`config.mk`:
```
export PLATFORM = sky130hd
export DESIGN_NAME = mc_wb_ctrl
export DESIGN_NICKNAME = d
export VERILOG_FILES = /design/src/rtl/mc_wb_ctrl.sv
export SDC_FILE = /design/constraint.sdc
export NUM_CORES = 1
export LEC_CHECK = 0
export ABC_CLOCK_PERIOD_IN_PS = 6900
export CORE_UTILIZATION = 54
export DETAILED_ROUTE_END_ITERATION = 8
export GPL_TIMING_DRIVEN = 0
export PLACE_DENSITY = 0.88
export SETUP_SLACK_MARGIN = 0.5
export SLEW_MARGIN = 20
export SYNTH_ARGS = -nofsm -noshare
export SYNTH_HDL_FRONTEND = slang
export SYNTH_SLANG_ARGS = --single-unit
```
`constraint.sdc`:
```
create_clock -name clk -period 6.9 [get_ports clk]
set_clock_uncertainty 0.1 [all_clocks]
set_input_delay 1.035 -clock clk [delete_from_list [all_inputs] [get_ports clk]]
set_output_delay 1.035 -clock clk [all_outputs]
set_load 0.05 [all_outputs]
```
`src/rtl/mc_wb_ctrl.sv`:
```
// mc_wb_ctrl -- multi-cycle MIPS controller sequencing IF/ID/EX/MEM/WB with
// one instruction in flight. Drives the write-back select (ALU output vs LMD),
// the register-file write and PC update strobes, and runs a ready/timeout
// handshake with data memory.
//
// Ports:
//   clk, rst        rising-edge clock, synchronous active-high reset
//   start           leave IDLE and begin fetching
//   op_code         opcode from IR, captured at the end of ID
//   zero            ALU zero flag, used in EX for BEQ
//   mem_ready       data memory done (read valid / write accepted)
//   if_en, pc_wr    IR load and PC write strobes
//   pc_sel          00 PC+4, 01 branch target, 10 jump target
//   ex_en           ALU stage / ALUOutput load enable
//   mem_rd, mem_wr  data memory requests, held until mem_ready or timeout
//   wb_sel, reg_wr  write-back select (1 = LMD) and register-file write
//   state           current state code (debug)
//   err             00 none, 01 illegal opcode, 10 memory timeout
//
// Optional feature: define MC_WB_CTRL_PERF_EN to add the 32-bit cyc_cnt
// (active cycles) and instr_cnt (completed instructions) outputs.

module mc_wb_ctrl #(
  parameter int MEM_TIMEOUT = 15,  // 1..255
  parameter int OP_W        = 6
) (
  input  logic            clk,
  input  logic            rst,
  input  logic            start,
  input  logic [OP_W-1:0] op_code,
  input  logic            zero,
  input  logic            mem_ready,
  output logic            if_en,
  output logic            pc_wr,
  output logic [1:0]      pc_sel,
  output logic            ex_en,
  output logic            mem_rd,
  output logic            mem_wr,
  output logic            wb_sel,
  output logic            reg_wr,
  output logic [2:0]      state,
  output logic [1:0]      err
`ifdef MC_WB_CTRL_PERF_EN
  ,
  output logic [31:0]     cyc_cnt,
  output logic [31:0]     instr_cnt
`endif
);

  typedef enum logic [2:0] {
    S_IDLE = 3'd0,
    S_IF   = 3'd1,
    S_ID   = 3'd2,
    S_EX   = 3'd3,
    S_MEM  = 3'd4,
    S_WB   = 3'd5,
    S_HALT = 3'd6,
    S_BAD  = 3'd7
  } state_t;

  localparam logic [OP_W-1:0] OP_R   = OP_W'(6'b000000);
  localparam logic [OP_W-1:0] OP_LW  = OP_W'(6'b100011);
  localparam logic [OP_W-1:0] OP_SW  = OP_W'(6'b101011);
  localparam logic [OP_W-1:0] OP_BEQ = OP_W'(6'b000100);
  localparam logic [OP_W-1:0] OP_J   = OP_W'(6'b000010);

  localparam logic [1:0] ERR_NONE = 2'b00;
  localparam logic [1:0] ERR_ILL  = 2'b01;
  localparam logic [1:0] ERR_TMO  = 2'b10;

  localparam logic [7:0] TMO_LAST = 8'(MEM_TIMEOUT - 1);

  state_t          st, nxt;
  logic [OP_W-1:0] opc_q, opc_n;
  logic [7:0]      wcnt, wcnt_n;
  logic [1:0]      err_n;
  logic            pc_wr_q;

  function automatic logic is_legal(input logic [OP_W-1:0] o);
    return (o == OP_R) || (o == OP_LW) || (o == OP_SW) ||
           (o == OP_BEQ) || (o == OP_J);
  endfunction

  // Opcode as it will be seen next cycle; lets the registered strobes for EX
  // and MEM be decoded on the same edge the opcode register loads.
  assign opc_n = (st == S_ID) ? op_code : opc_q;

  always_comb begin
    nxt    = st;
    err_n  = err;
    wcnt_n = wcnt;
    case (st)
      S_IDLE: if (start) nxt = S_IF;
      S_IF:   nxt = S_ID;
      S_ID: begin
        if (!is_legal(op_code)) begin
          nxt   = S_HALT;
          err_n = ERR_ILL;
        end else if (op_code == OP_J) begin
          nxt = S_IF;
        end else begin
          nxt = S_EX;
        end
      end
      S_EX: begin
        if (opc_q == OP_R) begin
          nxt = S_WB;
        end else if (opc_q == OP_LW || opc_q == OP_SW) begin
          nxt    = S_MEM;
          wcnt_n = '0;
        end else if (opc_q == OP_BEQ) begin
          nxt = S_IF;
        end else begin
          nxt   = S_HALT;
          err_n = ERR_ILL;
        end
      end
      S_MEM: begin
        // Ready in the first request cycle counts, so zero-wait memory works.
        if (mem_ready) begin
          nxt = (opc_q == OP_LW) ? S_WB : S_IF;
        end else if (wcnt == TMO_LAST) begin
          nxt   = S_HALT;
          err_n = ERR_TMO;
        end else begin
          wcnt_n = wcnt + 8'd1;
        end
      end
      S_WB:   nxt = S_IF;
      S_HALT: nxt = S_HALT;
      default: begin
        nxt   = S_HALT;
        err_n = ERR_ILL;
      end
    endcase
  end

  // State plus strobes registered from the next state, so strobes are glitch
  // free and requests drop on the same edge that leaves MEM.
  always_ff @(posedge clk) begin
    if (rst) begin
      st      <= S_IDLE;
      opc_q   <= '0;
      wcnt    <= '0;
      err     <= ERR_NONE;
      if_en   <= 1'b0;
      pc_wr_q <= 1'b0;
      ex_en   <= 1'b0;
      mem_rd  <= 1'b0;
      mem_wr  <= 1'b0;
      reg_wr  <= 1'b0;
      wb_sel  <= 1'b0;
    end else begin
      st      <= nxt;
      opc_q   <= opc_n;
      wcnt    <= wcnt_n;
      err     <= err_n;
      if_en   <= (nxt == S_IF);
      pc_wr_q <= (nxt == S_IF);
      ex_en   <= (nxt == S_EX);
      mem_rd  <= (nxt == S_MEM) && (opc_n == OP_LW);
      mem_wr  <= (nxt == S_MEM) && (opc_n == OP_SW);
      reg_wr  <= (nxt == S_WB);
      // wb_sel only moves on WB entry and holds otherwise
      if (nxt == S_WB) wb_sel <= (opc_n == OP_LW);
    end
  end

  // Jump and branch PC updates depend on op_code/zero inside the cycle
  // itself, so they are decoded from the current state.
  logic jmp, br_sel;
  assign jmp    = (st == S_ID) && (op_code == OP_J);
  assign br_sel = (st == S_EX) && (opc_q == OP_BEQ);
  assign pc_wr  = pc_wr_q | jmp | (br_sel & zero);
  assign pc_sel = jmp ? 2'b10 : (br_sel ? 2'b01 : 2'b00);
  assign state  = st;

`ifdef MC_WB_CTRL_PERF_EN
  always_ff @(posedge clk) begin
    if (rst) begin
      cyc_cnt   <= '0;
      instr_cnt <= '0;
    end else begin
      if (st != S_IDLE && st != S_HALT) cyc_cnt <= cyc_cnt + 32'd1;
      // IF entry from any later stage marks a completed instruction
      if ((st == S_ID || st == S_EX || st == S_MEM || st == S_WB) && nxt == S_IF)
        instr_cnt <= instr_cnt + 32'd1;
    end
  end
`endif

endmodule

```
* Word-level counts from Yosys, hierarchy flattened
Cells that the tools add are included.
Storage, ports and cells: bits in registers 25, output and inout port bits 14
Cells by class: $add $sub $neg 1, equal/unequal tests 28, mux-type cells 25, bitwise logic cells 4, reductions and logical operators 16
Operator list (number):
- == test 6 bit (second input constant) | 6
- 2-to-1 mux 8 bit | 4
- 2-to-1 mux 3 bit | 8
- one-hot mux 3 bit (6 select lines) | 1
- 2-to-1 mux 2 bit | 8
- != test 2 bit (second input constant) | 8
- one-hot mux 8 bit (2 select lines) | 1
- == test 3 bit (second input constant) | 5
- == test 6 x 3 -> 1 bit (second input constant) | 2
- logical NOT 6 bit | 2
- == test 3 x 2 -> 1 bit (second input constant) | 3
- adder 8 x 1 -> 8 bit (second input constant) | 1
- == test 8 x 4 -> 1 bit (second input constant) | 1
- one-hot mux 2 bit (4 select lines) | 1
- AND reduction 7 bit | 1
- == test 3 x 1 -> 1 bit (second input constant) | 2
- == test 6 x 2 -> 1 bit (second input constant) | 1
- 2-to-1 mux 6 bit | 1
- logical OR 1 bit | 5
- AND reduction 5 bit | 1
- logical AND 1 bit | 4
- OR reduction 4 bit | 1
- logical NOT 3 bit | 1
- bitwise OR 1 bit | 2
- other kinds (4) | 4

* Depth between registers and ports, before layout
word-level depth 9, gate-level depth with buffers 8, mapped depth without buffers 7

* Worst setup path after synthesis
No wires, ideal clock.
path type register to output, start reg st[1], in the netlist state[1], end out pc_wr, data arrival time 2518 ps, data required time 5765 ps, setup slack 3247 ps, stages on the path, launching flop included 5, cells stage by stage dfxtp_1 nand3b_1 or3_1 nor2_1 a211o_1
Between the ends: word-level cells in the longest chain between the ends 4, elaborated cells between the ends (all ways) 7, those cells by class eq/ne: 2; bitwise: 3; reduce/logical: 2
RTL lines:
- from (decl) | RTL line 73 | state_t st, nxt;
- from (signal assigned) | RTL line 154 | st <= nxt;
- == test 3 x 2 -> 1 bit (on tied branches) | RTL line 172, 173
- logical AND 1 bit (on tied branches) | RTL line 172, 173
- bitwise OR 1 bit / bitwise AND 1 bit (equally long branches) | RTL line 174 | assign pc_wr = pc_wr_q | jmp | (br_sel & zero);
- bitwise OR 1 bit (*) | RTL line 174
- to (decl) | RTL line 34 | output logic pc_wr,
Mark *: on every way between the ends. The rest lies on a longest branch, timed or not.

* Worst setup path after layout
start in op_code[1], end out pc_wr
Between the ends: word-level cells in the longest chain between the ends 4
RTL lines:
- from (decl) | RTL line 30 | input logic [OP_W-1:0] op_code,
- == test 6 x 2 -> 1 bit | RTL line 172 | assign jmp = (st == S_ID) && (op_code == OP_J);
- logical AND 1 bit | RTL line 172
- net jmp | RTL line 171 | logic jmp, br_sel;
- bitwise OR 1 bit (2 in series) | RTL line 174
The timed path passes the listed nets, and every way through them passes these cells.

==> reports/qor.yml <==
timing:
  slew-limit-headroom_pct: 59.8
  maxSlewViolCount: 0
  fin_ws_ns: 2.59
  setup_viol: 0
  max_freq_ghz: 0.232
  finalHoldViolCount: 0
  totalNegativeSetupSlack_ns: 0
  rsz0062_at_grt: "no"
  period_share_pct: 62.4
  final.min_clock_period_ns: 4.31
  worst_pin_slew_ns: 0.602
placement:
  placedCellCount: 207
  io_buffers: 24
  place_area_um2: 1540
  finalWeightedCongestion: 0.881
  place_worst_setup_slack_ns: 2.63
  hpwl_um: 2310
clock_tree:
  cts_setup_buffers: 0
  clk_path_buf_depth: 2
  cts.sinks: 25
  cts_made_buffers: 3
  cts_root_buf: "clkbuf_4"
  ctsResizeCount: 0
  cts.clk_slew.worst_paths_ns: 0.13
  clkLatencyLatePin_ns: 0.31
  h-tree-depth: 1
  cts_tree: "yes"
  cts-hold-fix-buffers: 0
logic_synthesis:
  syn-num-nets: 168
  synth_warnings: 0
  async_flop_share_pct: 0
  synth.top_cell.area_share_pct: 39.7
  synth-seq-cells: 25
  synth_edf_count: 0
  synth_area_per_cell_um2: 8.14
  synth_area_um2: 1260
  ys_types: 44
  ys_seq_area_share_pct: 39.7
  yosys-top-cells-area: "dfxtp_1 (40%), nand2_1 (6.8%), a21oi_1 (5.2%), nor2_1 (4.8%), inv_1 (2.7%)"
  syn_inst: 155
  synth_top_area_cell: "dfxtp_1"
  ys.flop_type: "dfxtp_1"
floorplanning:
  core-area_um2: 2210
  start_util_pct: 57.0
  die-height_um: 50.3
  die_area_um2: 2530
  num_rows: 17
  die_w_um: 50.3
  pin_count: 25
cells_and_area:
  final-seq-area_um2: 500
  syn_to_final_growth_pct: 24.4
  fin_nets: 197
  final_cell_area_um2: 1570
  final_cells: 211
  multiInputGateArea_um2: 693
  drive_above_1_share_pct: 11.5
  nFillCells: 184
  n_antenna_cell: 0
global_routing:
  overflow: 0
  antenna_found_initial: 0
  grt_pass1_vias: 1169
  grt_pass1_wl_um: 5020
  grt_max_degree: 14
  grt_usage_pct: 25.9
routing:
  vias_per_cell: 5.85
  first_pass_iters: 4
  drt_iter0_markers: 32
  post_drt_wl_per_cell_um: 14.0
  finalWirelength_um: 2960
  drc: 0
  ant_nets: 0
  vias: 1234
power_and_ir_drop:
  ir_worst_vdd_mv: 0.166
  p_per_area_nw_per_um2: 244
  leakage_nw: 0.565
  p_total_mw: 0.383
worst_setup_path:
  critPathKind: "primary input to output port"
  worst_ep_arrival_time_ns: 3.17
  cp_data_required_time_ns: 5.76
  cp-end-kind: "output port"
  worstPathMaxFanout: 4
  cp-start-kind: "primary input"
run:
  drv_cap: 0
status:
  status: "finished clean"
min_path:
  holdCritPathClass: "register to register"
placed cells by master, fill, tap and decap left out, types with 2 or more instances in the layout:
master	Yosys	layout
ha_1	2	2
a31o_2	3	3
inv_1	9	9
clkbuf_1	1	2
dfxtp_1	25	25
or4_1	3	3
nor4b_1	3	2
clkdlybuf4s50_1	0	24
a211o_1	3	3
or2_2	2	2
nor2_1	16	16
nand4_1	4	4
and2_1	3	3
buf_2	2	2
o221a_2	2	2
nor4_1	2	2
nand3_1	3	3
a21oi_1	13	13
clkbuf_4	0	3
or3_1	3	3
o211ai_1	3	3
o21ai_0	4	4
nor3_1	4	4
nand2_1	23	23
path summary, 6_finish.rpt:
path,start,endpoint,slack [ns],depth (start not counted)
hold reg to reg,err[1],err[1],0.38,2
setup / recovery,op_code[1],pc_wr,2.59,5
hold / removal,err[1],err[1],0.38,2
setup reg to reg,state[1],wcnt[4],4.19,7
metrics by stage:
stage	hold WS, ns	util [%]
after floorplan	0.354	-
after global placement	0.349	69.5
after detailed placement	0.376	69.5
after CTS	0.391	70.6
after global routing	0.415	70.9
final	0.384	70.9
cells by family (layout without fill, tap and decap cells):
| kind of cell | count (synthesis) | in the layout | synth area share (%) |
|---|---|---|---|
| muxes | 1 | 1 | 0.794 |
| buffers and inverters | 16 | 44 | 5.85 |
| and+or+nand+nor | 74 | 74 | 30.8 |
| adders and majority gates | 2 | 2 | 1.98 |
| DFF | 25 | 25 | 39.7 |
| AOI/OAI and AO/OA | 37 | 37 | 20.9 |
where the power goes:
part / total (mW) / switching (mW) / leakage (nW) / internal, mW
logic: 0.149 / 0.0931 / 0.347 / 0.0560
registers: 0.169 / 0.0126 / 0.203 / 0.157
clock network: 0.0644 / 0.0418 / 0.0150 / 0.0226
synth_stat cells (2+ instances only):
| master | n |
|---|---|
| o211ai_1 | 3 |
| nor3_1 | 4 |
| a31o_2 | 3 |
| ha_1 | 2 |
| nor2_1 | 16 |
| nor4_1 | 2 |
| and2_1 | 3 |
| nand4_1 | 4 |
| or4_1 | 3 |
| o221a_2 | 2 |
| nor4b_1 | 3 |
| buf_2 | 2 |
| nand3_1 | 3 |
| a211o_1 | 3 |
| nand2_1 | 23 |
| dfxtp_1 | 25 |
| or3_1 | 3 |
| a21oi_1 | 13 |
| or2_2 | 2 |
| o21ai_0 | 4 |
| inv_1 | 9 |
flip-flops by register name (all words and copies together), names as in the netlist:
register  count
wcnt          8
mem_wr        1
reg_wr        1
ex_en         1
err           2
mem_rd        1
opc_q         6
state         3
wb_sel        1
pc_wr_q       1
worst max-delay path, stage by stage:
cell and delay, ns:
clkdlybuf4s50_1 0.49, nor3b_1 0.46, and3_2 0.29, a211o_1 0.10, clkdlybuf4s50_1 0.80
per-layer routing:
layer  track usage, %  vias to the layer above  wire length [µm]
li1                 -                      618                 -
met5                0                        -                 0
met4             13.4                        0                27
met2             42.7                       26              1440
met3             4.55                        4               126
met1             32.1                      586              1360
final cells by class:
class	instances	share of cell area, %
inverters	10	2.39
well taps	28	2.23
clock buffers	4	1.67
flip-flops and latches	25	31.9
plain buffers	6	2.31
repair buffers	24	15.3
multi-input cells	114	44.2
No activity file was read; power rests on OpenSTA's default activity.
